File: src/rtl/conv_out_streamer_if.sv
// Word-stream port of the conv output streamer: valid/ready handshake plus last and bus index.
// The master drives the word; the slave returns out_ready.
interface conv_out_streamer_if #(
  parameter int unsigned DATA_WIDTH = 16,
  parameter int unsigned IDX_W      = 6
);
  logic [DATA_WIDTH-1:0] out_data;
  logic                  out_valid;
  logic                  out_ready;
  logic                  out_last;
  logic [IDX_W-1:0]      out_index;

  modport master (
    output out_data,
    output out_valid,
    output out_last,
    output out_index,
    input  out_ready
  );

  modport slave (
    input  out_data,
    input  out_valid,
    input  out_last,
    input  out_index,
    output out_ready
  );
endinterface

File: src/rtl/conv_out_streamer.sv
// Snapshots the conv layer's float16 result bus on start and streams it out one word per
// valid/ready beat, flagging the final word and any NaN emitted in the frame.
module conv_out_streamer #(
  parameter int unsigned DATA_WIDTH = 16,
  parameter int unsigned N_WORDS    = 64,
  parameter bit          REVERSE    = 1'b0,
  parameter int unsigned IDX_W      = (N_WORDS > 1) ? $clog2(N_WORDS) : 1
) (
  input  logic                              clk,
  input  logic                              reset,
  input  logic                              start,
  input  logic [0:N_WORDS*DATA_WIDTH-1]     data_in,
  conv_out_streamer_if.master               strm,
  output logic                              busy,
  output logic                              done,
  output logic                              nan_seen
);

  localparam logic [IDX_W-1:0] FirstIdx = REVERSE ? IDX_W'(N_WORDS - 1) : '0;
  localparam logic [IDX_W-1:0] LastIdx  = REVERSE ? '0 : IDX_W'(N_WORDS - 1);

  typedef enum logic {StIdle, StStream} state_e;

  state_e                          state_q;
  logic [0:N_WORDS*DATA_WIDTH-1]   frame_q;
  logic [IDX_W-1:0]                next_idx;
  logic                            beat;
  logic                            word_nan;

  always_comb begin
    next_idx = REVERSE ? strm.out_index - IDX_W'(1) : strm.out_index + IDX_W'(1);
    beat     = strm.out_valid & strm.out_ready;
    // Half-precision NaN: all-ones exponent with a non-zero mantissa (infinity excluded).
    word_nan = (&strm.out_data[14:10]) & (|strm.out_data[9:0]);
  end

  always_ff @(posedge clk or posedge reset) begin
    if (reset) begin
      state_q        <= StIdle;
      frame_q        <= '0;
      strm.out_data  <= '0;
      strm.out_valid <= 1'b0;
      strm.out_last  <= 1'b0;
      strm.out_index <= '0;
      busy           <= 1'b0;
      done           <= 1'b0;
      nan_seen       <= 1'b0;
    end else begin
      done <= 1'b0;
      unique case (state_q)
        StIdle: begin
          if (start) begin
            frame_q        <= data_in;
            // First word comes straight from the bus so it is valid the cycle after start.
            strm.out_data  <= data_in[FirstIdx*DATA_WIDTH +: DATA_WIDTH];
            strm.out_index <= FirstIdx;
            strm.out_valid <= 1'b1;
            strm.out_last  <= (FirstIdx == LastIdx);
            busy           <= 1'b1;
            nan_seen       <= 1'b0;
            state_q        <= StStream;
          end
        end
        StStream: begin
          if (beat) begin
            if (word_nan) begin
              nan_seen <= 1'b1;
            end
            if (strm.out_last) begin
              strm.out_valid <= 1'b0;
              strm.out_last  <= 1'b0;
              busy           <= 1'b0;
              done           <= 1'b1;
              state_q        <= StIdle;
            end else begin
              strm.out_data  <= frame_q[next_idx*DATA_WIDTH +: DATA_WIDTH];
              strm.out_index <= next_idx;
              strm.out_last  <= (next_idx == LastIdx);
            end
          end
        end
        default: state_q <= StIdle;
      endcase
    end
  end

endmodule

File: src/flat_wrapper.sv
// flat-port wrapper written by rule: the top's interface ports become plain ports
module conv_out_streamer_flat 
#(
  parameter int unsigned DATA_WIDTH = 16,
  parameter int unsigned N_WORDS    = 64,
  parameter bit          REVERSE    = 1'b0,
  parameter int unsigned IDX_W      = (N_WORDS > 1) ? $clog2(N_WORDS) : 1
)
  (clk, reset, start, data_in, busy, done, nan_seen, strm_out_data, strm_out_valid, strm_out_last, strm_out_index, strm_out_ready);
  conv_out_streamer_if #(.DATA_WIDTH(DATA_WIDTH), .IDX_W(IDX_W)) strm_i ();
  input  logic clk;
  input  logic reset;
  input  logic start;
  input  logic [0:N_WORDS*DATA_WIDTH-1] data_in;
  output logic busy;
  output logic done;
  output logic nan_seen;
  output wire logic [$bits(strm_i.out_data)-1:0] strm_out_data;
  output wire logic [$bits(strm_i.out_valid)-1:0] strm_out_valid;
  output wire logic [$bits(strm_i.out_last)-1:0] strm_out_last;
  output wire logic [$bits(strm_i.out_index)-1:0] strm_out_index;
  input wire logic [$bits(strm_i.out_ready)-1:0] strm_out_ready;
  assign strm_out_data = strm_i.out_data;
  assign strm_out_valid = strm_i.out_valid;
  assign strm_out_last = strm_i.out_last;
  assign strm_out_index = strm_i.out_index;
  assign strm_i.out_ready = strm_out_ready;
  conv_out_streamer #(.DATA_WIDTH(DATA_WIDTH), .N_WORDS(N_WORDS), .REVERSE(REVERSE), .IDX_W(IDX_W)) u_core (.clk(clk), .reset(reset), .start(start), .data_in(data_in), .strm(strm_i), .busy(busy), .done(done), .nan_seen(nan_seen));
endmodule
File: config.mk
export PLATFORM = sky130hd
export DESIGN_NAME = conv_out_streamer_flat
export DESIGN_NICKNAME = d
export VERILOG_FILES = /design/src/rtl/conv_out_streamer_if.sv /design/src/rtl/conv_out_streamer.sv /design/src/flat_wrapper.sv
export SDC_FILE = /design/constraint.sdc
export NUM_CORES = 2
export LEC_CHECK = 0
export CAP_MARGIN = 20
export CORE_AREA = 3 3 409 411
export DETAILED_ROUTE_END_ITERATION = 7
export DIE_AREA = 0 0 412 414
export SLEW_MARGIN = 20
export SYNTH_ARGS = -nofsm -noshare
export SYNTH_HDL_FRONTEND = slang
export SYNTH_SLANG_ARGS = --single-unit
File: constraint.sdc
create_clock -name clk -period 49.7 [get_ports clk]
set_input_delay 9.94 -clock clk [delete_from_list [all_inputs] [get_ports clk]]
set_output_delay 9.94 -clock clk [all_outputs]
set_load 0.1 [all_outputs]
* Word-level counts from Yosys, hierarchy flattened *
Index checks and enable logic that the tools add are counted.

storage, ports and cells
  flip-flop bits (word level) = 1051
  bits of input ports = 1028
  word-level logic and storage cells = 53

operators by class
  add/subtract/negate cells = 1
  equal/unequal tests = 6
  shift-type cells = 1
  multiplexer cells = 26
  bitwise operators = 4
  reduce and logical (&&, ||, !) cells = 7

operator list
  operator               number
  $shiftx 1024x33->1025  1
  $mux 16                3
  $not 10->33            1
  $pmux 16 s2            1
  $mux 6                 3
  $mux 1                 14
  $pmux 6 s2             1
  $reduce_or 10->1       1
  $reduce_and 3->1       3
  $ne 2x2->1 const B     4
  $pmux 1 s2             4
  $add 6x1->6 const B    1
  $eq 6x6->1 const B     1
  $reduce_and 5->1       1
  $reduce_and 2->1       2
  $and 1x1->1            2
  $ne 2x1->1 const B     1
  $not 1->1              1

* Depth between registers and ports, before layout *
  depth after elaboration = 6
  depth in mapped cells = 15
  gate-level depth less buffers = 9

* Worst setup path before layout *
Ideal clock, no wire load.

  path type = register -> output
  from = reg u_core.strm.out_valid
  to = out strm_out_valid
  data arrival time = 1.367 ns
  data required time = 39.760 ns
  setup slack = 38.393 ns
  cell stages (with the launch flop) = 2
  path buffers = 1
  cell sequence = dfrtp_1 > buf_4

RTL lines
  what                    RTL line                    RTL
  from (decl)             conv_out_streamer_if.sv:15  output out_valid,
  from (signal assigned)  conv_out_streamer.sv:42     strm.out_valid <= 1'b0;
  from (signal assigned)  conv_out_streamer.sv:57     strm.out_valid <= 1'b1;
  from (signal assigned)  conv_out_streamer.sv:70     strm.out_valid <= 1'b0;
  to (decl)               flat_wrapper.sv:19          output wire logic [$bits(strm_i.out_valid)-1:0] strm_out_valid;

No word-level cell between the ends.

* Worst setup path in the final report *
  from = in start
  to = reg u_core.frame_q[320] (netlist name)

between the ends
  cells in the longest elaborated chain, start to end = 1

ends and longest elaborated chain
  what                        RTL line                 RTL
  from (decl)                 flat_wrapper.sv:13       input logic start;
  $reduce_and 2->1 (no line)  n/a
  to (signal assigned)        conv_out_streamer.sv:53  frame_q <= data_in;
  to (decl)                   conv_out_streamer.sv:25  logic [0:N_WORDS*DATA_WIDTH-1] frame_q;

Every way passes these cells.
A chain may end at the register's enable or synchronous reset.

==> metrics.csv <==
stage;metric;value;unit
status;status;finished clean;
yosys;Unique masters post-synth;41;
route;Via Count;39350;
timing;final critical-path share of the clock period;28.69;%
placed_design;Final HPWL DP;148.2;mm
placed_design;routability cong.;0.8794;
setup_path;Worst Setup Start Kind;input port;
timing;max_slew headroom;20.75;%
timing;FMAX;70.14;MHz
route;post-route ant nets;0;
power_and_ir_drop;part of the power in the clock network;33.3;%
yosys;Seq/Total Area, Yosys;55.82;%
clocking;setup bufs post-CTS;0;
floorplanning;Ports;1055;
placed_design;placed inst area;0.05952;mm²
setup_path;Crit Reg-Reg Endpoint;u_core.strm.out_data[1];
power_and_ir_drop;Power Density;43.18;mW/mm²
global_route;number of global-route vias before repair;39880;
setup_path;CP arrival;14.95;ns
global_route;initial antenna violation count;65;
power_and_ir_drop;Sequential Power Share;37.5;%
timing;setup ws final;35.44;ns
setup_path;WP data required;50.39;ns
final_layout;most frequent cells in the layout;nand2_1 (3090), dfrtp_1 (1050), clkdlybuf4s50_1 (1038);
power_and_ir_drop;Int Power;0.001809;W
floorplanning;core area;0.1644;mm²
global_route;total track usage;22.61;%
yosys;Mapped Cells;5009;
timing;Clock Skew;0.02689;ns
setup_path;R2R cell count;10;
worst_hold_path;hold path cells;2;
setup_path;largest fanout on the critical path;103;
yosys;EDFF count, synth;0;
clocking;CTS resizes;0;
power_and_ir_drop;total net switching power;0.0009423;W
timing;Hold Vio Cnt, Final;0;
setup_path;Worst Setup SP;start;
clocking;Reg clk slew, reported paths;0.06;ns
clocking;Num Clock Sinks;1051;
clocking;CTS Buf Count;119;
floorplanning;# rows;149;
timing;RSZ-0062 raised after global routing;false;
yosys;Syn. warnings;0;
worst_hold_path;Hold Crit Endpoint;u_core.frame_q[655];
power_and_ir_drop;Comb power frac;29.3;%
clocking;htree depth;3;
timing;Setup-failing EPs final;0;
route;drt wl/cell;24.03;µm
floorplanning;die height;414;µm
final_layout;commonest non-fill, non-tap cell in the layout;nand2_1;
global_route;first-pass GRT wire length;281.1;mm
timing;Tmin final;14.26;ns
setup_path;worst r2r src;u_core.strm.out_index[0];
floorplanning;Initial Utilization;28.66;%
run;max-cap violation count;0;
route;residual DRC count;0;
yosys;Syn Area/Cell;9.407;µm²
timing;setup TNS;0;ns
final_layout;Nets;6943;
clocking;Clock Latency Late Sink;0.75;ns
route;mean number of vias per cell;4.772;
clocking;hold_buf cts;0;
setup_path;crit end category;flip-flop;
global_route;GRT Residual Overflow;0;
placed_design;Port Buffers;1054;
timing;worst hold slack;0.4691;ns
yosys;Mapped Area;0.04712;mm²
clocking;CTS Root Cell;clkbuf_16;
power_and_ir_drop;worst vdd ir;0.00003093;V
placed_design;Setup WS pre-CTS;34.46;ns
floorplanning;Die ar.;0.1706;mm²
timing;Tightest Pin Transition;1.185;ns
final_layout;share of cells above drive strength 1;8.961;%
clocking;TritonCTS clock tree;done;
global_route;largest net degree at the start of global routing;221;
clocking;largest buffer count on any clock path;3;
yosys;syn nets;6039;
yosys;asr flop ratio synth;100.0;%
setup_path;crit path kind;in2reg;
route;DR pass1 iterations;5;
worst_hold_path;worst hold path type;reg2reg;
final_layout;Final Instance Area;0.06372;mm²
final_layout;Area growth syn-to-layout;35.24;%
timing;Pins Over Slew Limit;0;
yosys;Most used DFF post-synth;dfrtp_1;
route;routed wire length;198.2;mm
yosys;#FFs+latches synth;1051;
route;initial DRC count;3805;
power_and_ir_drop;switching fraction of total power;34.25;%
floorplanning;die width;412;µm
power_and_ir_drop;leak pwr;30.49;nW
worst_hold_path;hold path start;u_core.frame_q[655];
setup_path;internal reg-to-reg setup slack;43.43;ns
[registers in the layout, indices dropped and copies added, names as in the netlist]
signal,flops
u_core.done,1
u_core.frame_q,1024
u_core.nan_seen,1
u_core.state_q,1
u_core.strm.out_data,16
u_core.strm.out_index,6
u_core.strm.out_last,1
u_core.strm.out_valid,1
[metrics by stage]
step	util, %	total power, W	cells
2_1_floorplan	-	0.001475	5009
3_3_place_gp	36.20	0.001859	7980
3_5_place_dp	36.20	0.001866	7980
4_1_cts	38.67	0.002789	8203
5_1_grt	38.75	0.002873	8240
6_report	38.75	0.002751	8246
[per-layer routing]
metal	GRT usage, %	wire (µm)
met4	9.461	8431
met1	29.20	81300
met5	0	204
met3	4.470	12430
met2	37.02	95820
[synthesized netlist by cell type, types with 2 or more instances]
library cell  number  area, µm²
nand3_1           10      50.05
xor2_1             2      17.52
a22oi_1          116      870.8
nor3_1             2      10.01
nor2_1             9      33.78
a211o_1            2      17.52
a21oi_1           52      260.3
and2_1             5      31.28
o21ai_1           15      75.07
buf_6             10      112.6
buf_2             39      195.2
inv_1              3      11.26
clkbuf_1         236      885.9
o21ai_0            8      40.04
buf_8              2      30.03
nand2b_1           4      25.02
a211oi_1           6      45.04
a22oi_2            3      37.54
a31oi_1            2      12.51
ha_1               2      25.02
nand4_1            2      12.51
mux2i_1           13      130.1
dfrtp_1         1051      26300
mux4_1             4      105.1
a311oi_1           2      17.52
nor2b_1            3      18.77
nand2_1         3090      11600
xor2_2             2      32.53
buf_1             27      101.4
mux4_2           256       5766
buf_4              7      52.55
nor4_1            15      93.84
[power groups by stage]
stage	registers, W	logic (W)	clock network, W
2_1_floorplan	0.00107	0.000405	0
3_3_place_gp	0.00104	0.000820	0
3_5_place_dp	0.00104	0.000822	0
4_1_cts	0.00103	0.000825	0.000935
5_1_grt	0.00104	0.000860	0.000971
6_report	0.00103	0.000805	0.000915
[worst max-delay path, stage by stage]
cell             delay [ns]
clkdlybuf4s50_1        0.48
nand2b_4               0.80
buf_4                  0.87
buf_4                  0.94
buf_4                  0.74
buf_4                  0.50
buf_16                 0.33
nand2_1                0.10
nand2_1                0.07
[how the worst max path moves through the flow]
| stage | to | slack [ns] | depth (start not counted) |
|---|---|---|---|
| global placement | u_core.frame_q[380] | 34.53 | 8 |
| floorplan | u_core.done | 10.18 | 1 |
| detailed placement | u_core.frame_q[333] | 34.46 | 8 |
| finish | u_core.frame_q[320] | 35.44 | 9 |
| CTS | u_core.frame_q[381] | 35.27 | 8 |
| global route | u_core.frame_q[321] | 35.08 | 9 |
[cell type report]
class                      instances  area, µm²
clock buffer                     166       3344
antenna                           42      105.1
clock inverter                    57      720.7
multi-input combinational       3633      19490
tap                             2189       2739
fill                           16430     100700
timing repair buffer            1105      11000
inverter                           3      18.77
sequential                      1051      26300
[kinds of logic (layout without fill, tap and decap cells)]
group                      after synthesis  after routing  synth area share [%]
AOI/OAI and AO/OA                      208            208                 2.958
other                                    0             42                     0
and+or+nand+nor                       3144           3144                 25.27
DFF                                   1051           1051                 55.82
adders and majority gates                2              2               0.05310
buffers and inverters                  325           1331                 2.964
muxes                                  273            273                 12.74
xor gates and xnor gates                 6              6                0.1992
(Power assumes the default switching activity.)
